`src/rtl/rv_ctrl_pkg.sv`:
```
// rv_ctrl_pkg
// Shared definitions for the RV32I multi-cycle control path. The main FSM
// (multicycle_control) uses them, and so does ula_control, which decodes
// ula_op together with funct3/funct7.
//
// Contents:
//   - 4-bit state encodings and the state_t enum built from them
//   - RV32I major opcodes recognised by the control FSM
//   - ula_op codes
//   - datapath mux select codes: alu_src_a, alu_src_b, pc_source, mem_to_reg
//   - small helpers for branch qualification

package rv_ctrl_pkg;

  // State encodings. The numeric values are fixed so that debug and trace
  // tooling can decode the state register directly.
  localparam logic [3:0] S_RESET     = 4'd0;
  localparam logic [3:0] S_FETCH     = 4'd1;
  localparam logic [3:0] S_DECODE    = 4'd2;
  localparam logic [3:0] S_EXEC_R    = 4'd3;
  localparam logic [3:0] S_EXEC_I    = 4'd4;
  localparam logic [3:0] S_MEM_ADDR  = 4'd5;
  localparam logic [3:0] S_MEM_READ  = 4'd6;
  localparam logic [3:0] S_MEM_WB    = 4'd7;
  localparam logic [3:0] S_MEM_WRITE = 4'd8;
  localparam logic [3:0] S_ALU_WB    = 4'd9;
  localparam logic [3:0] S_BRANCH    = 4'd10;
  localparam logic [3:0] S_JAL       = 4'd11;
  localparam logic [3:0] S_TRAP      = 4'd12;

  typedef enum logic [3:0] {
    ST_RESET     = S_RESET,
    ST_FETCH     = S_FETCH,
    ST_DECODE    = S_DECODE,
    ST_EXEC_R    = S_EXEC_R,
    ST_EXEC_I    = S_EXEC_I,
    ST_MEM_ADDR  = S_MEM_ADDR,
    ST_MEM_READ  = S_MEM_READ,
    ST_MEM_WB    = S_MEM_WB,
    ST_MEM_WRITE = S_MEM_WRITE,
    ST_ALU_WB    = S_ALU_WB,
    ST_BRANCH    = S_BRANCH,
    ST_JAL       = S_JAL,
    ST_TRAP      = S_TRAP
  } state_t;

  // RV32I major opcodes (IR[6:0])
  localparam logic [6:0] OP_R_TYPE = 7'b0110011;
  localparam logic [6:0] OP_I_TYPE = 7'b0010011;
  localparam logic [6:0] OP_LOAD   = 7'b0000011;
  localparam logic [6:0] OP_STORE  = 7'b0100011;
  localparam logic [6:0] OP_BRANCH = 7'b1100011;
  localparam logic [6:0] OP_JAL    = 7'b1101111;

  // ula_op codes, resolved further by ula_control
  localparam logic [1:0] ULA_ADD    = 2'b00;
  localparam logic [1:0] ULA_SUB    = 2'b01;
  localparam logic [1:0] ULA_R_FUNC = 2'b10;
  localparam logic [1:0] ULA_I_FUNC = 2'b11;

  // ULA operand A select
  localparam logic [1:0] SRC_A_PC     = 2'b00;
  localparam logic [1:0] SRC_A_RS1    = 2'b01;
  localparam logic [1:0] SRC_A_OLD_PC = 2'b10;

  // ULA operand B select
  localparam logic [1:0] SRC_B_RS2  = 2'b00;
  localparam logic [1:0] SRC_B_FOUR = 2'b01;
  localparam logic [1:0] SRC_B_IMM  = 2'b10;

  // PC source select
  localparam logic [1:0] PC_SRC_ULA    = 2'b00;
  localparam logic [1:0] PC_SRC_ALUOUT = 2'b01;

  // Register file write-back source
  localparam logic [1:0] WB_ALUOUT = 2'b00;
  localparam logic [1:0] WB_MDR    = 2'b01;
  localparam logic [1:0] WB_PC     = 2'b10;

  // Only beq (000) and bne (001) are supported. Every other branch funct3
  // is decoded as illegal.
  function automatic logic is_supported_branch(input logic [2:0] f3);
    return (f3 == 3'b000) || (f3 == 3'b001);
  endfunction

  // beq is taken on zero. bne is taken on not-zero. funct3[0] flips the sense.
  function automatic logic branch_taken(input logic zero_flag, input logic f3_lsb);
    return zero_flag ^ f3_lsb;
  endfunction

endpackage

```
`src/rtl/multicycle_control.sv`:
```
// multicycle_control
// Main control FSM for the multi-cycle RV32I core. It steps the shared
// datapath (one ULA, one memory port, register file, PC) through the
// fetch / decode / execute / memory / write-back phases.
//
// All outputs are decoded from the state register. The outputs that depend
// on inputs are ir_write/pc_write in FETCH (mem_ready), retire in MEM_WRITE
// (mem_ready) and pc_write_cond in BRANCH (zero). No output is registered,
// so a synchronous reset clears every output in the cycle after the reset
// edge. This includes mem_req: the memory must abandon any in-flight access.
//
// Ports:
//   clk            rising-edge clock
//   rst_n          synchronous active-low reset
//   opcode[6:0]    IR[6:0]
//   funct3[2:0]    IR[14:12]
//   zero           ULA zero flag
//   mem_ready      memory completes the current request this cycle
//   mem_req        memory request, held until mem_ready
//   mem_we         write request (stores)
//   i_or_d         memory address select: 0 = PC, 1 = ALUOut
//   ir_write       load IR and old_pc
//   pc_write       unconditional PC load
//   pc_write_cond  PC load if branch taken
//   pc_source[1:0] 00 = ULA result, 01 = ALUOut
//   alu_src_a[1:0] 00 = PC, 01 = rs1, 10 = old_pc
//   alu_src_b[1:0] 00 = rs2, 01 = 4, 10 = immediate
//   ula_op[1:0]    00 add, 01 sub, 10 R-type funct, 11 I-type funct
//   reg_write      register file write
//   mem_to_reg[1:0] 00 = ALUOut, 01 = MDR, 10 = PC (already PC+4)
//   retire         one-cycle pulse per completed instruction
//   illegal        sticky trap flag (held in TRAP until reset)
//
// state     | meaning
// ----------+-----------------------------------------------------------
// RESET     | post-reset idle cycle, all outputs 0
// FETCH     | read instruction at PC, PC <= PC+4 when mem_ready
// DECODE    | ALUOut <= old_pc + imm (branch/jump target), dispatch
// EXEC_R    | ALUOut <= rs1 op rs2
// EXEC_I    | ALUOut <= rs1 op imm
// MEM_ADDR  | ALUOut <= rs1 + imm (effective address)
// MEM_READ  | data read at ALUOut, wait for mem_ready
// MEM_WB    | rd <= MDR
// MEM_WRITE | data write at ALUOut, retire on mem_ready
// ALU_WB    | rd <= ALUOut
// BRANCH    | compare rs1/rs2, PC <= ALUOut if taken
// JAL       | rd <= PC (already +4), PC <= ALUOut
// TRAP      | illegal instruction, parked until reset

module multicycle_control
  import rv_ctrl_pkg::*;
(
  input  logic       clk,
  input  logic       rst_n,
  input  logic [6:0] opcode,
  input  logic [2:0] funct3,
  input  logic       zero,
  input  logic       mem_ready,
  output logic       mem_req,
  output logic       mem_we,
  output logic       i_or_d,
  output logic       ir_write,
  output logic       pc_write,
  output logic       pc_write_cond,
  output logic [1:0] pc_source,
  output logic [1:0] alu_src_a,
  output logic [1:0] alu_src_b,
  output logic [1:0] ula_op,
  output logic       reg_write,
  output logic [1:0] mem_to_reg,
  output logic       retire,
  output logic       illegal
);

  state_t state;
  state_t state_next;

  always_ff @(posedge clk) begin
    if (!rst_n) begin
      state <= ST_RESET;
    end else begin
      state <= state_next;
    end
  end

  // Next-state logic
  always_comb begin
    state_next = state;
    case (state)
      ST_RESET: state_next = ST_FETCH;

      ST_FETCH: begin
        if (mem_ready) begin
          state_next = ST_DECODE;
        end
      end

      ST_DECODE: begin
        if (opcode == OP_R_TYPE) begin
          state_next = ST_EXEC_R;
        end else if (opcode == OP_I_TYPE) begin
          state_next = ST_EXEC_I;
        end else if ((opcode == OP_LOAD) || (opcode == OP_STORE)) begin
          state_next = ST_MEM_ADDR;
        end else if ((opcode == OP_BRANCH) && is_supported_branch(funct3)) begin
          state_next = ST_BRANCH;
        end else if (opcode == OP_JAL) begin
          state_next = ST_JAL;
        end else begin
          state_next = ST_TRAP;
        end
      end

      ST_EXEC_R: state_next = ST_ALU_WB;
      ST_EXEC_I: state_next = ST_ALU_WB;
      ST_ALU_WB: state_next = ST_FETCH;

      // The IR was checked in DECODE, so anything that is not a load here
      // must be a store.
      ST_MEM_ADDR: begin
        if (opcode == OP_LOAD) begin
          state_next = ST_MEM_READ;
        end else begin
          state_next = ST_MEM_WRITE;
        end
      end

      ST_MEM_READ: begin
        if (mem_ready) begin
          state_next = ST_MEM_WB;
        end
      end

      ST_MEM_WB: state_next = ST_FETCH;

      ST_MEM_WRITE: begin
        if (mem_ready) begin
          state_next = ST_FETCH;
        end
      end

      ST_BRANCH: state_next = ST_FETCH;
      ST_JAL:    state_next = ST_FETCH;
      ST_TRAP:   state_next = ST_TRAP;

      default:   state_next = ST_RESET;
    endcase
  end

  // Output decode. Every output defaults to 0, and each state sets only the
  // lines it uses.
  always_comb begin
    mem_req       = 1'b0;
    mem_we        = 1'b0;
    i_or_d        = 1'b0;
    ir_write      = 1'b0;
    pc_write      = 1'b0;
    pc_write_cond = 1'b0;
    pc_source     = PC_SRC_ULA;
    alu_src_a     = SRC_A_PC;
    alu_src_b     = SRC_B_RS2;
    ula_op        = ULA_ADD;
    reg_write     = 1'b0;
    mem_to_reg    = WB_ALUOUT;
    retire        = 1'b0;
    illegal       = 1'b0;

    case (state)
      ST_FETCH: begin
        // The ULA computes PC+4 every FETCH cycle. The PC and IR capture
        // only on the transfer cycle, so a stalled fetch keeps the old PC.
        mem_req   = 1'b1;
        i_or_d    = 1'b0;
        alu_src_a = SRC_A_PC;
        alu_src_b = SRC_B_FOUR;
        ula_op    = ULA_ADD;
        pc_source = PC_SRC_ULA;
        ir_write  = mem_ready;
        pc_write  = mem_ready;
      end

      ST_DECODE: begin
        alu_src_a = SRC_A_OLD_PC;
        alu_src_b = SRC_B_IMM;
        ula_op    = ULA_ADD;
      end

      ST_EXEC_R: begin
        alu_src_a = SRC_A_RS1;
        alu_src_b = SRC_B_RS2;
        ula_op    = ULA_R_FUNC;
      end

      ST_EXEC_I: begin
        alu_src_a = SRC_A_RS1;
        alu_src_b = SRC_B_IMM;
        ula_op    = ULA_I_FUNC;
      end

      ST_ALU_WB: begin
        reg_write  = 1'b1;
        mem_to_reg = WB_ALUOUT;
        retire     = 1'b1;
      end

      ST_MEM_ADDR: begin
        alu_src_a = SRC_A_RS1;
        alu_src_b = SRC_B_IMM;
        ula_op    = ULA_ADD;
      end

      ST_MEM_READ: begin
        mem_req = 1'b1;
        i_or_d  = 1'b1;
      end

      ST_MEM_WB: begin
        reg_write  = 1'b1;
        mem_to_reg = WB_MDR;
        retire     = 1'b1;
      end

      ST_MEM_WRITE: begin
        mem_req = 1'b1;
        mem_we  = 1'b1;
        i_or_d  = 1'b1;
        retire  = mem_ready;
      end

      ST_BRANCH: begin
        alu_src_a     = SRC_A_RS1;
        alu_src_b     = SRC_B_RS2;
        ula_op        = ULA_SUB;
        pc_source     = PC_SRC_ALUOUT;
        pc_write_cond = branch_taken(zero, funct3[0]);
        retire        = 1'b1;
      end

      ST_JAL: begin
        // The PC already holds old_pc+4 from FETCH, which is the link value.
        reg_write  = 1'b1;
        mem_to_reg = WB_PC;
        pc_write   = 1'b1;
        pc_source  = PC_SRC_ALUOUT;
        retire     = 1'b1;
      end

      ST_TRAP: begin
        illegal = 1'b1;
      end

      default: begin
      end
    endcase
  end

endmodule

```
`config.mk`:
```
export PLATFORM = sky130hd
export DESIGN_NAME = multicycle_control
export DESIGN_NICKNAME = d
export VERILOG_FILES = /design/src/rtl/rv_ctrl_pkg.sv /design/src/rtl/multicycle_control.sv
export SDC_FILE = /design/constraint.sdc
export NUM_CORES = 1
export LEC_CHECK = 0
export CAP_MARGIN = 20
export CORE_MARGIN = 2
export CORE_UTILIZATION = 44
export DETAILED_ROUTE_END_ITERATION = 16
export DONT_BUFFER_PORTS = 1
export PLACE_DENSITY = 0.67
export SETUP_SLACK_MARGIN = 0.3
export SYNTH_ARGS = -nofsm -noshare
export SYNTH_HDL_FRONTEND = slang
export SYNTH_SLANG_ARGS = --single-unit
```
`constraint.sdc`:
```
create_clock -name clk -period 1.7 [get_ports clk]
set_clock_uncertainty 0.05 [all_clocks]
set_input_delay 0.34 -clock clk [delete_from_list [all_inputs] [get_ports clk]]
set_output_delay 0.34 -clock clk [all_outputs]
set_load 0.005 [all_outputs]
```
==> impl_metrics.tcl <==
set metrics [dict create \
    peakVddDrop_uv 572.7 \
    power_uw 864.1 \
    hold_viol_final 0 \
    cp_max_fo 2 \
    async_flop_share_pct 0 \
    synth_edf_count 0 \
    cts_made_buffers 3 \
    crit_path_start_kind "flop" \
    std_cell_rows 13 \
    ff_latch_area_um2 85.08 \
    clk-insertion-delay-late_ns 0.23 \
    track_usage_pct 20.52 \
    cts_tree "done" \
    overflow 0 \
    clockBufferDepth 2 \
    syn_inst 91 \
    top_register "state" \
    period_share_pct 106.4 \
    syn2layout_area_growth_pct 74.37 \
    switchingPower_uw 358.0 \
    ant_nets 0 \
    drt_iter0_drc 11 \
    synth.avg_cell_area_um2 6.545 \
    wl_mm 2.307 \
    die_w_um 40.79 \
    final_cells 122 \
    fmax_ghz 0.5526 \
    p_clk_share_pct 12.8 \
    setup_viol 2 \
    antenna_found_initial 0 \
    slowest_stage "or4b_4" \
    dr_total_vias 769 \
    comb_power_share_pct 72.2 \
    die_h_um 40.79 \
    core_area_um2 1285 \
    crit_chain "or4b_4 -> clkinv_2 -> and2_4 -> or2_1" \
    violations "negative setup slack" \
    io_buffers 0 \
    grt_start_max_net_pins 18 \
    reg_top3 "state x4" \
    yosys_warnings 0 \
    drv_cap 0 \
    endpoint_kind "output pin" \
    grt_setup_unrepaired "yes" \
    synth.distinct_cells 40 \
    p_leak_uw 0.0003937 \
    clock-sinks 4 \
    clockRootBuffer "clkbuf_4" \
    swShare_pct 41.43 \
    routed_via_density 6.303 \
    drive_gt1_share_pct 58.88 \
    grt_pass1_wl_mm 2.290 \
    slew_violations 0 \
    place.gp.congestion 0.7195 \
    dieArea_um2 1664 \
    ys.flop_type "dfxtp_1" \
    nFillCells 72 \
    power_density_nw_per_um2 832.1 \
    antenna_cells 0 \
    netlist_area_um2 595.6 \
    finalWorstSetupSlack_ns -0.1096 \
    placed_cells 107 \
    path_class "reg2out" \
    path_clk_slew_ns 0.03 \
    avgRoutedWirePerCell_um 18.91 \
    tightest_slew_ns 0.5313 \
    p_seq_share_pct 15.0 \
    slew_headroom_pct 64.21 \
    final_net_count 123 \
    synthesis.nets 105 \
    fin_util_pct 80.82 \
    period_needed_ns 1.810 \
    dr.pass1.iters 4 \
    multiInputGateArea_um2 641.9 \
    crit_arrival_ns 1.42 \
    outcome "finished, violations left" \
    cpPeakStageDelay_ns 0.55 \
    grt_pass1_vias 560 \
    h-tree-depth 1 \
    synth_seq_area_share_pct 13.45 \
    dp_hpwl_mm 1.142 \
    ios 33 \
    ys_ff_latch 4 \
    largest_register_ffs 4 \
    post-place-ws_ns 0.08410 \
    worstHoldPathType "in2reg" \
    start_util_pct 46.35 \
    cp.required_ns 1.31 \
    drc_errors 0 \
    cellInternalPower_uw 506.1 \
]
[layer usage]
layer	share of wire, %	track usage, %	vias up
met3	6.1	2.174	4
li1	-	-	360
met4	1.4	5.000	0
met5	0	0	-
met1	41	22.73	371
met2	52	40.23	34
[critical path, delay by kind of cell (launching register included)]
family,cells,cell delay [ns]
buf+inv,1,0.07
flops,1,0.31
simple gates,3,0.82
[synthesized netlist by cell type (2+ instances only)]
master / number / area (µm²)
nand2_1: 9 / 33.78
nor2_1: 8 / 30.03
a21oi_1: 6 / 30.03
nor2b_1: 5 / 31.28
o21ai_0: 5 / 25.02
buf_2: 4 / 20.02
dfxtp_1: 4 / 80.08
inv_1: 4 / 15.01
nand2b_1: 4 / 25.02
a211oi_1: 2 / 15.01
and2_1: 2 / 12.51
and3_1: 2 / 12.51
clkbuf_1: 2 / 7.510
nand3_1: 2 / 10.01
nand3b_1: 2 / 15.01
nand4_1: 2 / 12.51
nor4_1: 2 / 12.51
o21a_1: 2 / 15.01
o21ai_1: 2 / 10.01
xor2_1: 2 / 17.52
[what timing repair did]
action | 4_1_cts | 5_1_grt
hold buffers | 0 | 0
cloned | 1 | 1
resized for setup | 24 | 33
buffers inserted | 5 | 5
endpoints found under the setup margin | 21 | 22
pin swaps | 8 | 16
[worst paths after layout]
path,cells past startpoint,to,slack (ns),startpoint
worst max-delay path,4,pc_write,-0.11,state[3]
worst min-delay path,1,state[0],0.18,rst_n
worst max register to register,6,state[2],0.01,state[1]
worst min register to register,3,state[0],0.73,state[3]
[cells in the final DEF (no fill, tap or decap), types with 3 or more instances in the layout]
cell type / instances
buf_4: 9
buf_6: 6
clkbuf_4: 3
dfxtp_2: 4
nand2_1: 5
nor2_4: 4
nor2b_4: 3
o21ai_0: 5
[power by group through the flow]
stage               registers, µW  logic, µW  clock network [µW]
floorplan                     123        232                   0
global placement              124        311                   0
detailed placement            124        318                   0
CTS                           126        424                 116
global route                  131        658                 122
finish                        130        624                 111
[cell type report]
cell class | instances | share of cell area, %
timing repair buffer | 20 | 23.86
tap | 15 | 1.807
inverter | 5 | 2.169
sequential | 4 | 8.193
clock buffer | 3 | 2.169
multi-input combinational | 75 | 61.81
[through the flow]
stage | instance area, µm² | setup TNS [ns] | hold WS [ns]
after floorplan | 599.3 | 0 | 0.4075
after global placement | 655.6 | 0 | 0.4117
after detailed placement | 655.6 | 0 | 0.4125
after CTS | 834.6 | -0.1676 | 0.1720
after global routing | 1039 | -0.3517 | 0.1702
final | 1039 | -0.1197 | 0.1781
[cells by family after synthesis]
group                     count (synthesis)  share of synthesized area [%]
AOI/OAI and AO/OA                        24                          26.05
xor gates and xnor gates                  2                          2.942
buffers and inverters                    12                          9.033
DFF                                       4                          13.45
muxes                                     1                          1.681
other                                     1                         0.6296
and+or+nand+nor                          47                          46.22
Note: power is estimated with default switching activity, not from simulation.
